$ cat src/rtl/credit_to_valrdy.sv
// Credit-flow to valid/ready bridge: buffers incoming flits in a small FIFO and
// returns one registered credit pulse (yummy_in) for each flit taken downstream.
module credit_to_valrdy #(
   parameter int DATA_WIDTH   = 64,
   parameter int BUFFER_DEPTH = 4
) (
   input  logic                  clk,
   input  logic                  reset,
   input  logic [DATA_WIDTH-1:0] data_in,
   input  logic                  valid_in,
   output logic                  yummy_in,
   output logic [DATA_WIDTH-1:0] data_out,
   output logic                  valid_out,
   input  logic                  ready_out
);

   localparam int PTR_W = (BUFFER_DEPTH > 1) ? $clog2(BUFFER_DEPTH) : 1;
   localparam int CNT_W = PTR_W + 1;
   localparam logic [CNT_W-1:0] FULL_CNT = CNT_W'(BUFFER_DEPTH);

   logic [DATA_WIDTH-1:0] mem [BUFFER_DEPTH];
   logic [PTR_W-1:0]      wr_ptr_reg, wr_ptr_next;
   logic [PTR_W-1:0]      rd_ptr_reg, rd_ptr_next;
   logic [CNT_W-1:0]      count_reg, count_next;
   logic                  yummy_reg;
   logic                  enq, deq;

   // A write into a full FIFO is dropped even if the head leaves this cycle;
   // the freed slot only exists from the next edge on.
   assign enq = valid_in && (count_reg != FULL_CNT);
   assign deq = (count_reg != '0) && ready_out;

   always_comb begin
      wr_ptr_next = wr_ptr_reg;
      rd_ptr_next = rd_ptr_reg;
      count_next  = count_reg;
      if (enq) wr_ptr_next = wr_ptr_reg + PTR_W'(1);
      if (deq) rd_ptr_next = rd_ptr_reg + PTR_W'(1);
      if (enq && !deq)
         count_next = count_reg + CNT_W'(1);
      else if (!enq && deq)
         count_next = count_reg - CNT_W'(1);
   end

   always_ff @(posedge clk or negedge reset) begin
      if (!reset) begin
         wr_ptr_reg <= '0;
         rd_ptr_reg <= '0;
         count_reg  <= '0;
         yummy_reg  <= 1'b0;
      end else begin
         wr_ptr_reg <= wr_ptr_next;
         rd_ptr_reg <= rd_ptr_next;
         count_reg  <= count_next;
         yummy_reg  <= deq;
      end
   end

   // Storage is not reset; empty-state output is masked below instead.
   always_ff @(posedge clk) begin
      if (enq) mem[wr_ptr_reg] <= data_in;
   end

   assign valid_out = (count_reg != '0);
   assign data_out  = valid_out ? mem[rd_ptr_reg] : '0;
   assign yummy_in  = yummy_reg;

endmodule

$ cat config.mk
export PLATFORM = sky130hd
export DESIGN_NAME = credit_to_valrdy
export DESIGN_NICKNAME = d
export VERILOG_FILES = /design/src/rtl/credit_to_valrdy.sv
export SDC_FILE = /design/constraint.sdc
export NUM_CORES = 1
export LEC_CHECK = 0
export CORE_MARGIN = 4
export CORE_UTILIZATION = 40
export CTS_CLUSTER_DIAMETER = 60
export CTS_CLUSTER_SIZE = 25
export DETAILED_ROUTE_END_ITERATION = 10
export SYNTH_ARGS = -nofsm -noshare
export SYNTH_HDL_FRONTEND = slang
export SYNTH_SLANG_ARGS = --single-unit
export TNS_END_PERCENT = 10
$ cat constraint.sdc
create_clock -name clk -period 2.9 [get_ports clk]
set_input_delay 0.58 -clock clk [delete_from_list [all_inputs] [get_ports clk]]
set_output_delay 0.58 -clock clk [all_outputs]
set_load 0.01 [all_outputs]
==> metrics.md <==
| Metric | Value |
|---|---|
| Nets | 678 |
| GR Overflow Total | 0 |
| N_diodes | 0 |
| Post-Synth Adder-Cell Area | 0.008186 |
| Count of final hold-check violations | 0 |
| Mapped Cells | 441 |
| Buf/Inv on CP | 2 |
| #FFs+latches synth | 264 |
| IO buf count | 133 |
| Num CTS Buffers | 21 |
| Largest cells by area after synthesis | edfxtp_1 (76%), mux4_2 (14%), and2_1 (4.2%) |
| Status | finished, violations left |
| Clock buffer depth | 3 |
| CP Launch Type | register |
| Die Wd | 166.8 um |
| Leak Pwr | 0.004316 uW |
| Pre-Repair DR Iteration Count | 4 |
| Minimum clock period | 2.979 ns |
| Yosys top cell area share | 0.7620 |
| Largest family of logic cells by synthesized area | multiplexers |
| Dpl cell area | 0.01200 mm2 |
| Setup CP Type | reg -> out |
| Worst Reg2Reg Path Length in Cells | 9 |
| Initial core utilization | 0.4112 |
| Die area | 0.02783 mm2 |
| Fraction of the mapped netlist area in compound gates | 0.0007441 |
| Post-synth top flop | edfxtp_1 |
| Critical Path Stages | 4 |
| Mapped Nets | 515 |
| Mapped Area | 0.01009 mm2 |
| Count leader, synth | edfxtp_1 |
| Max frequency | 335.7 MHz |
| Largest stage delay, worst path | 0.50 ns |
| DRT Wirelength | 19.84 mm |
| Max Cap Violations | 0 |
| Final estimated routing congestion in global placement | 0.7030 |
| Post-DP HPWL | 11.98 mm |
| CP top delay family | buffers and inverters |
| Post-route cell area | 0.01271 mm2 |
| I/O Pins | 134 |
| Clock Latency Late Sink | 0.51 ns |
| Core area | 0.02453 mm2 |
| Count of final setup violators | 5 |
| RSZ-0062 raised after global routing | true |
| Clk slew on worst S/H paths | 0.08 ns |
| Crit path capture type | output pin |
| Worst hold slack | 0.3444 ns |
| Initial antenna violation count | 1 |
| Area growth, synth to finish | 25.97% |
| Slew margin rel. | 0.7420 |
| Netlist cell types | 19 |
| Vias per cell | 5.137 |
| Failing checks | setup timing |
| Vias | 4844 |
| Vias in the first global route | 5280 |
| Layout Skew | 0.01294 ns |
| CP max FO | 10 |
| Hold Crit Class | in -> async |
| Commonest cells in the netlist | edfxtp_1 (256), and2_1 (68), mux4_2 (64) |
| Pin count of the biggest net entering global routing | 45 |
| Antenna Nets Post-Route | 0 |
| First-pass GRT wire length | 31.13 mm |
| Worst vdd ir | 0.5530 mV |
| Syn Area/Cell | 22.88 um2 |
| Slew @ Worst Pin | 0.3858 ns |
| Clock Tree Root | clkbuf_16 |
| Req. time, crit path | 2.32 ns |
| GR Util All Layers | 0.1430 |
| Slowest-stage cell, CP | mux4_2 |
| Cell Rows | 57 |
| Largest area contributor in the netlist | edfxtp_1 |
| Sequential area share after synthesis | 0.7818 |
| Final non-filler cell total | 943 |
| Max Slew Vio Count | 0 |
| H-tree levels | 1 |
| Max reg flops | 256 |
| Post-synthesis mux area share | 0.1451 |
| Layout cells sized above 1 | 0.2973 |
| Crit path cell chain | bufbuf_16 > mux4_2 > and2_1 > clkdlybuf4s50_1 |
| Residual DRC | 0 |
| EDFF count, synth | 256 |
| Avg WL per Cell | 21.04 um |
| Simple-gate share of the synthesized area | 0.04440 |
| Die H | 166.8 um |
| Power per cell area | 1039 mW/mm2 |
| XOR/XNOR share of the synthesized area | 0.005209 |
| TritonCTS clock tree | yes |
| Clock sinks | 264 |
| Synth async-reset ratio | 0.03030 |
| Final WS setup | -0.07897 ns |
| Dpl cells | 898 |
| Number of synthesis warnings | 0 |
| Arrival @ worst endpoint | 2.40 ns |
| Initial DRC Count | 334 |
| Final period util | 1.027 |
cells by family (layout without fill, tap and decap cells):
| group | Yosys count | count (layout) |
|---|---|---|
| flip-flops | 264 | 264 |
| AND/OR/NAND/NOR | 73 | 73 |
| multiplexers | 66 | 66 |
| buffers and inverters | 25 | 203 |
| adder cells (fa/ha/maj) | 6 | 6 |
| XOR/XNOR | 6 | 6 |
| AO/OA/AOI/OAI | 1 | 1 |
cell usage in the layout (no fill, tap or decap), types with 3 or more instances in the layout:
| cell type | n |
|---|---|
| inv_8 | 3 |
| dfrtp_1 | 6 |
| inv_12 | 3 |
| buf_6 | 3 |
| and2_1 | 62 |
| buf_12 | 11 |
| mux4_2 | 64 |
| clkbuf_16 | 21 |
| clkbuf_2 | 43 |
| xnor2_1 | 4 |
| and2_4 | 6 |
| dlymetal6s2s_1 | 4 |
| ha_1 | 5 |
| edfxtp_1 | 256 |
| clkdlybuf4s50_1 | 73 |
| inv_1 | 4 |
| buf_4 | 10 |
| clkdlybuf4s15_1 | 3 |
| dlygate4sd2_1 | 10 |
what timing repair did:
action	4_1_cts	5_1_grt
gates resized for setup	62	99
hold buffers	0	0
setup buffers	3	2
setup endpoints to repair	64	32
cloned	2	0
area by class of cell:
| type | count | area [um2] |
|---|---|---|
| Sequential cell | 264 | 7895 |
| Clock inverter | 17 | 251.5 |
| Clock buffer | 21 | 525.5 |
| Timing Repair Buffer | 161 | 1545 |
| Tap cell | 324 | 405.4 |
| Multi-Input combinational cell | 152 | 2071 |
| Fill cell | 1982 | 11830 |
| Inverter | 4 | 15.01 |
power breakdown:
group / switching [uW] / leakage, uW / total (uW) / internal (uW)
clock: 1540 / 0.000378 / 3110 / 1570
sequential: 235 / 0.00244 / 5270 / 5040
combinational: 2280 / 0.00150 / 4830 / 2550
total: 4050 / 0.00432 / 13200 / 9150
final timing paths:
kind                                from  slack, ns            end
setup / recovery           rd_ptr_reg[0]      -0.08   data_out[50]
hold / removal                     reset       0.34       yummy_in
setup reg to reg            count_reg[2]       0.39   count_reg[2]
hold reg to reg             count_reg[2]       0.52   count_reg[2]
max in group asynchronous          reset       2.24  rd_ptr_reg[1]
min in group clk            count_reg[2]       0.52   count_reg[2]
per-stage QoR:
| stage | power (uW) | util | worst slack (ns) | TNS (ns) |
|---|---|---|---|---|
| final | 13210 | 0.5180 | -0.07897 | -0.2944 |
| after global routing | 13970 | 0.5180 | -0.1669 | -0.8178 |
| after CTS | 13510 | 0.5225 | -0.1657 | -1.239 |
| after detailed placement | 10610 | 0.4889 | 0.2592 | 0 |
| after global placement | 10530 | 0.4889 | 0.2585 | 0 |
| after floorplan | 8104 | - | -0.03608 | -6.926 |
per-layer routing:
layer,track usage,wire length [um],vias to the layer above
met5,0,12,-
met4,0.03131,387,2
met3,0.03129,1195,30
met2,0.2394,9674,158
met1,0.1951,8568,2535
li1,-,-,2119
Power figures use the tool's default switching activity.
